`config.mk`:
```
export PLATFORM = sky130hd
export DESIGN_NAME = ahb_rcc_divgen
export DESIGN_NICKNAME = d
export VERILOG_FILES = /design/src/rtl/ahb_rcc_divgen.sv
export SDC_FILE = /design/constraint.sdc
export NUM_CORES = 1
export LEC_CHECK = 0
export BUFFER_PORTS_ARGS = -buffer_cell sky130_fd_sc_hd__buf_2
export CAP_MARGIN = 20
export CORE_UTILIZATION = 50
export CTS_CLUSTER_DIAMETER = 30
export DETAILED_ROUTE_END_ITERATION = 8
export PLACE_DENSITY_LB_ADDON = 0.12
export SLEW_MARGIN = 20
export SYNTH_ARGS = -nofsm -noshare
export SYNTH_HDL_FRONTEND = slang
export SYNTH_SLANG_ARGS = --single-unit
```
`constraint.sdc`:
```
create_clock -name HCLK -period 6.1 [get_ports HCLK]
set_clock_uncertainty 0.15 [all_clocks]
set_input_delay 1.22 -clock HCLK [delete_from_list [all_inputs] [get_ports HCLK]]
set_output_delay 1.22 -clock HCLK [all_outputs]
set_load 0.005 [all_outputs]
```
`src/rtl/ahb_rcc_divgen.sv`:
```
// AHB-Lite reset/clock-control slave: per-channel clock-enable dividers and stretched peripheral resets.
// Latency: zero-wait reads and writes, write commits at end of data phase; ERROR is a two-cycle response.
// Backpressure: HREADYOUT drops only in the first ERROR cycle; strobes and resets never stall.
`timescale 1ns/1ps
module ahb_rcc_divgen #(
  parameter int NUM_CH   = 4,
  parameter int DIV_W    = 8,
  parameter int RST_HOLD = 16
) (
  input  logic              HCLK,
  input  logic              HRESETn,
  input  logic              HSEL,
  input  logic              HREADY,
  input  logic [1:0]        HTRANS,
  input  logic [2:0]        HSIZE,
  input  logic              HWRITE,
  input  logic [31:0]       HADDR,
  input  logic [31:0]       HWDATA,
  output logic              HREADYOUT,
  output logic              HRESP,
  output logic [31:0]       HRDATA,
  output logic [NUM_CH-1:0] clk_en_o,
  output logic [NUM_CH-1:0] periph_rstn_o
);

  localparam int              RW       = $clog2(RST_HOLD);
  localparam logic [RW-1:0]   RST_LAST = RW'(RST_HOLD - 1);
  localparam logic [9:0]      DIV_END  = 10'(NUM_CH + 4);

  typedef enum logic [1:0] {ST_OK, ST_ERR1, ST_ERR2} st_t;

  st_t               state;
  st_t               state_nx;

  logic [9:0]        a_word;
  logic              a_acc;
  logic              a_div;
  logic              a_map;
  logic              a_err;

  logic              dp_wr;
  logic              dp_rd;
  logic [9:0]        dp_word;

  logic              wr_clken;
  logic [NUM_CH-1:0] wr_div;
  logic [NUM_CH-1:0] wr_rst;
  logic [NUM_CH-1:0] clken;
  logic [NUM_CH-1:0] pend;
  logic [NUM_CH-1:0] tc;
  logic [NUM_CH-1:0] rst_act;

  logic [DIV_W-1:0]  div_sh  [NUM_CH];
  logic [DIV_W-1:0]  div_act [NUM_CH];
  logic [DIV_W-1:0]  cnt     [NUM_CH];
  logic [RW-1:0]     rst_cnt [NUM_CH];

  logic [31:0]       status;
  logic              unused_ok;

  // Address-phase decode; word offset 3 (0x0C), misaligned and out-of-range offsets are unmapped.
  assign a_word = HADDR[11:2];
  assign a_acc  = HSEL && HREADY && HTRANS[1] && (state != ST_ERR1);
  assign a_div  = (a_word >= 10'd4) && (a_word < DIV_END);
  assign a_map  = (HADDR[1:0] == 2'b00) && ((a_word <= 10'd2) || a_div);
  assign a_err  = !a_map || (HSIZE != 3'b010) || (HWRITE && (a_word == 10'd2));

  assign unused_ok = ^{HADDR[31:12], HWDATA, HTRANS[0]};

  // Response state register.
  always_ff @(posedge HCLK or negedge HRESETn) begin
    if (!HRESETn) state <= ST_OK;
    else          state <= state_nx;
  end

  // Response sequencing: an erroring transfer holds HREADYOUT low one cycle, HRESP high for two.
  always_comb begin
    state_nx  = ST_OK;
    HREADYOUT = 1'b1;
    HRESP     = 1'b0;
    case (state)
      ST_ERR1: begin
        HREADYOUT = 1'b0;
        HRESP     = 1'b1;
        state_nx  = ST_ERR2;
      end
      ST_ERR2: begin
        HRESP = 1'b1;
        if (a_acc && a_err) state_nx = ST_ERR1;
      end
      default: begin
        if (a_acc && a_err) state_nx = ST_ERR1;
      end
    endcase
  end

  // Data-phase capture; erroring transfers never reach the register file.
  always_ff @(posedge HCLK or negedge HRESETn) begin
    if (!HRESETn) begin
      dp_wr   <= 1'b0;
      dp_rd   <= 1'b0;
      dp_word <= '0;
    end else begin
      dp_wr <= a_acc && !a_err && HWRITE;
      dp_rd <= a_acc && !a_err && !HWRITE;
      if (a_acc) dp_word <= a_word;
    end
  end

  // Per-channel write strobes and divider terminal count.
  always_comb begin
    wr_clken = dp_wr && (dp_word == 10'd0);
    wr_div   = '0;
    wr_rst   = '0;
    tc       = '0;
    for (int n = 0; n < NUM_CH; n++) begin
      wr_div[n] = dp_wr && (dp_word == 10'(n + 4));
      wr_rst[n] = dp_wr && (dp_word == 10'd1) && HWDATA[n];
      tc[n]     = clken[n] && (cnt[n] == div_act[n]);
    end
  end

  assign clk_en_o      = tc;
  assign periph_rstn_o = ~rst_act;

  // Channel enable register.
  always_ff @(posedge HCLK or negedge HRESETn) begin
    if (!HRESETn)      clken <= '0;
    else if (wr_clken) clken <= HWDATA[NUM_CH-1:0];
  end

  // Dividers: shadow value is only promoted at a period boundary (or while stopped), so no short period.
  always_ff @(posedge HCLK or negedge HRESETn) begin
    if (!HRESETn) begin
      for (int n = 0; n < NUM_CH; n++) begin
        cnt[n]     <= '0;
        div_act[n] <= '0;
        div_sh[n]  <= '0;
      end
      pend <= '0;
    end else begin
      for (int n = 0; n < NUM_CH; n++) begin
        if (!clken[n] || tc[n]) cnt[n] <= '0;
        else                    cnt[n] <= cnt[n] + DIV_W'(1);
        if (wr_div[n]) begin
          div_sh[n] <= HWDATA[DIV_W-1:0];
          pend[n]   <= 1'b1;
        end else if (pend[n] && (tc[n] || !clken[n])) begin
          div_act[n] <= div_sh[n];
          pend[n]    <= 1'b0;
        end
      end
    end
  end

  // Reset sequencers: hold each peripheral in reset for RST_HOLD cycles; a new request restarts the hold.
  always_ff @(posedge HCLK or negedge HRESETn) begin
    if (!HRESETn) begin
      rst_act <= '1;
      for (int n = 0; n < NUM_CH; n++) rst_cnt[n] <= '0;
    end else begin
      for (int n = 0; n < NUM_CH; n++) begin
        if (wr_rst[n]) begin
          rst_act[n] <= 1'b1;
          rst_cnt[n] <= '0;
        end else if (rst_act[n]) begin
          if (rst_cnt[n] == RST_LAST) begin
            rst_act[n] <= 1'b0;
            rst_cnt[n] <= '0;
          end else begin
            rst_cnt[n] <= rst_cnt[n] + RW'(1);
          end
        end
      end
    end
  end

  // Status word: update-pending flags low, reset-active flags from bit 16.
  always_comb begin
    status               = '0;
    status[NUM_CH-1:0]   = pend;
    status[16 +: NUM_CH] = rst_act;
  end

  // Read mux, driven only during a read data phase.
  always_comb begin
    HRDATA = '0;
    if (dp_rd) begin
      if (dp_word == 10'd0)      HRDATA[NUM_CH-1:0] = clken;
      else if (dp_word == 10'd2) HRDATA = status;
      for (int n = 0; n < NUM_CH; n++) begin
        if (dp_word == 10'(n + 4)) HRDATA[DIV_W-1:0] = div_sh[n];
      end
    end
  end

endmodule
```
# Yosys cells after proc, flatten, opt, wreduce, memory -nomap -nowiden
# Cells that the tools add are included.
# op_classes
n_addsub	8
n_lt_le_gt_ge	3
eq_ne	19
n_mux	48
n_bitwise	5
reduce_logical	57
# ops
op	count
$mux 8	8
$mux 4	13
$eq 10x3->1 const B	4
$add 8x1->8 const B	4
$eq 8x8->1	4
$mux 32	1
$logic_and 1x1->1	28
$mux 28	1
$mux 1	23
$eq 10x2->1 const B	2
$mux 20	1
$add 4x1->4 const B	4
$eq 4x4->1 const B	4
$reduce_bool 2->1	8
$eq 10x1->1 const B	1
$ge 10x3->1 const B	1
$le 10x2->1 const B	1
$logic_not 10->1	1
$lt 10x4->1 const B	1
$reduce_and 2->1	4
$logic_not 1->1	7
$logic_or 1x1->1	7
$not 1->1	4
$not 4->4	1
other kinds (7)	7
# totals
regBits	138
in_bits	74

# Depth between registers and ports, before layout
# logic_depth
word_depth	10
depth_mapped	7
depth_no_buf	6

# Worst setup path before layout
# OpenSTA, ideal clock, no wires.
# synth_timing
path_type	reg2out
from	register dp_word[8]
to	output port HRDATA[2]
t_arrival_ps	1517
slack_ps	3213
stages_incl_launch_ff	5
cell_sequence	dfrtp_1 or4_1 nor2_1 nand3_1 a221oi_1
# synth_between
elab_chain_len	8
elab_cells_between_ends	13
cone_classes	5 x eq/ne; 7 x mux; 1 x reduce/logical
# synth_lines
element	line	rtl
start, declared	43	logic [9:0] dp_word;
start signal, assigned	106	if (a_acc) dp_word <= a_word;
$eq 10x2->1	190	else if (dp_word == 10'd2) HRDATA = status;
$mux 20	190	
$mux 4	189	if (dp_word == 10'd0) HRDATA[NUM_CH-1:0] = clken;
$mux 8 (3 in series)	192	if (dp_word == 10'(n + 4)) HRDATA[DIV_W-1:0] = div_sh[n];
$mux 8 (*)	192	
$mux 32 (*)	188	if (dp_rd) begin
end, declared	21	output logic [31:0] HRDATA,
# Every way passes the cells marked *; elsewhere a longest branch is shown, timed or not.

# Worst setup path in the final report
# layout_timing
from	register dp_word[1]
to	output port HRDATA[2]
# Same word-level chain as after synthesis.

==> flow_metrics.tcl <==
set metrics [dict create \
    status "finished, final reports clean" \
    post-place-cells 786 \
    htree_levels 4 \
    rsz0062_at_grt "no" \
    ys_async_sr_fraction_pct 100 \
    p_per_area_nw_per_um2 297 \
    clkSlewWorstSetupHoldPaths_ps 60 \
    vias 4333 \
    grt_max_degree 80 \
    startpoint_type "flop" \
    first_global_vias 4508 \
    grt_pass1_wl_um 22900 \
    cp.required_ps 4730 \
    seqCellArea_um2 3460 \
    hold_buffers 0 \
    cp.arrival_ps 2460 \
    detail-route-antenna-nets 0 \
    core-area_um2 12800 \
    maxCapViolCount 0 \
    clk_latency_ps 420 \
    via_per_inst 5.30 \
    post_dp_cell_area_um2 7010 \
    cp-end-kind "primary output" \
    place_ws_ps 2690 \
    dp_hpwl_um 9490 \
    slew_violations 0 \
    yosysTopAreaCellShare_pct 50.4 \
    critical_path.top_delay_family "flip-flops" \
    min_period_over_period_pct 62.8 \
    yosys.area.top_type "dfrtp_1" \
    portBuffers 50 \
    syn_area_um2 6650 \
    worst_path_max_delay_cell "dfrtp_1" \
    row_count 41 \
    wirelength_um 13400 \
    slowest_delay_ps 940 \
    clockBufferDepth 2 \
    crit_chain "nand2_1 -> a2bb2oi_1 -> a221oi_1 -> buf_2" \
    die_h_um 117 \
    synth.area.top_cells "dfrtp_1 (50%), mux2_2 (13%), xnor2_1 (5.0%), nor2_1 (3.0%), xor2_1 (2.9%)" \
    synth_edf_count 0 \
    post_cts_resized 0 \
    cts-buffers-inserted 17 \
    yosysMostFrequentCell "dfrtp_1" \
    fill_cells 1025 \
    yosys-top-cells-count "dfrtp_1 (134), mux2_2 (74), nor2_1 (54), xnor2_1 (38), nand2_1 (29)" \
    finalHoldViolations 0 \
    grt-ovfl-total 0 \
    synth_warnings 0 \
    cts_tree "yes" \
    fmax_mhz 261 \
    nNetsFinal 716 \
    drive_gt1_share_pct 27.8 \
    cp_num_buf_inv 1 \
    ys_ff_latch 138 \
    post_cts_buffers 0 \
    path_class "flop to primary output" \
    grt_antenna_before_repair 0 \
    setup_violations 0 \
    tightest_slew_ps 915 \
    cts_root_buffer "clkbuf_16" \
    syn_inst 572 \
    die_x_um 117 \
    drt-initial-drc-count 285 \
    grt_use_total_pct 21.3 \
    synth_cell_types 50 \
    min_path_type "flop to flop" \
    drc 0 \
    cts.sinks 138 \
    n_antenna_cell 0 \
    start_util_pct 52.1 \
    p_leak_nw 3.49 \
    slew_headroom_pct 39.0 \
    multiInputGateArea_um2 2980 \
    boundaryPins 116 \
    first_pass_iters 4 \
    dieArea_um2 13800 \
    routedWlPerCell_um 16.4 \
    crit_fanout 24 \
    syn_to_final_growth_pct 15.5 \
    design_area_um2 7680 \
    place.gp.congestion 0.756 \
    final_cells 817 \
    ys.flop_type "dfrtp_1" \
    layout_setup_ws_ps 2270 \
    vdd_ir_drop_max_uv 179 \
    fin_setup_tns_ps 0 \
    synth.avg_cell_area_um2 11.6 \
    min_period_ps 3830 \
    synth_seq_area_share_pct 52.0 \
]
-- final timing paths --
kind	cells after the start	from	end	slack (ps)
setup / recovery	4	dp_word[1]$_DFFE_PN0P_	HRDATA[2]	2270
max in group asynchronous	2	HRESETn	div_sh[17]$_DFFE_PN0P_	3840
hold / removal	1	state[0]$_DFF_PN0_	state[1]$_DFF_PN0_	370
hold reg to reg	1	state[0]$_DFF_PN0_	state[1]$_DFF_PN0_	370
setup reg to reg	5	dp_word[2]$_DFFE_PN0P_	div_act[0]$_DFFE_PN0P_	3430
min in group asynchronous	1	HRESETn	cnt[22]$_DFF_PN0_	690
-- logic make-up (layout without fill, tap and decap cells) --
group                      after synthesis  in the layout  synth area share, %
AOI/OAI and AO/OA                       51             51                 4.61
xor gates and xnor gates                60             60                 7.90
adders and majority gates                9              9                 1.69
buffers and inverters                   51            105                 4.20
DFF                                    138            138                 52.0
muxes                                   84             84                 14.8
other                                    1             20               0.0564
and+or+nand+nor                        178            178                 14.7
-- power by group --
part           internal [W]  switching (W)  total, W
Sequential         0.000938      0.0000481  0.000986
Combinational     0.0000593      0.0000640  0.000123
Clock              0.000786       0.000386   0.00117
Total               0.00178       0.000498   0.00228
-- stage by stage --
stage                     power, W  hold slack (ps)  utilization [%]
after CTS                  0.00229              377             60.1
after floorplan            0.00108              335                -
after global placement     0.00112              356             54.9
after detailed placement   0.00113              364             54.9
final                      0.00228              368             60.1
after global routing       0.00236              389             60.1
-- flip-flops by register name, indices dropped and copies added (netlist names) --
signal   flops
cnt         32
div_act     32
div_sh      32
rst_cnt     16
dp_word     10
clken        4
pend         4
rst_act      4
state        2
dp_rd        1
dp_wr        1
-- final cells by class --
type	instances	share of cell area, %
well taps	172	2.80
flip-flops and latches	138	45.0
clock buffers	20	5.95
inverters	23	1.12
repair buffers	51	3.44
multi-input cells	402	38.8
clock inverters	11	2.83
-- placed cells by master (no fill, tap or decap), types with 14 or more instances in the layout --
cell type	count
o21ai_0	19
nand2_1	29
mux2_2	74
dfrtp_1	134
a21oi_1	14
nor2_1	54
conb_1	20
buf_2	49
xor2_1	22
clkbuf_16	17
nand3_1	23
inv_1	22
xnor2_1	38
-- metal layers --
metal,vias to the layer above,global-route usage [%],wire length [um],part of all wire [%]
li1,2073,-,-,-
met1,2185,27.6,6220,46
met2,62,34.8,6650,50
met3,13,5.45,361,2.7
met4,0,6.98,157,1.2
met5,-,0,0,0
Note: power is estimated with default switching activity, not from simulation.
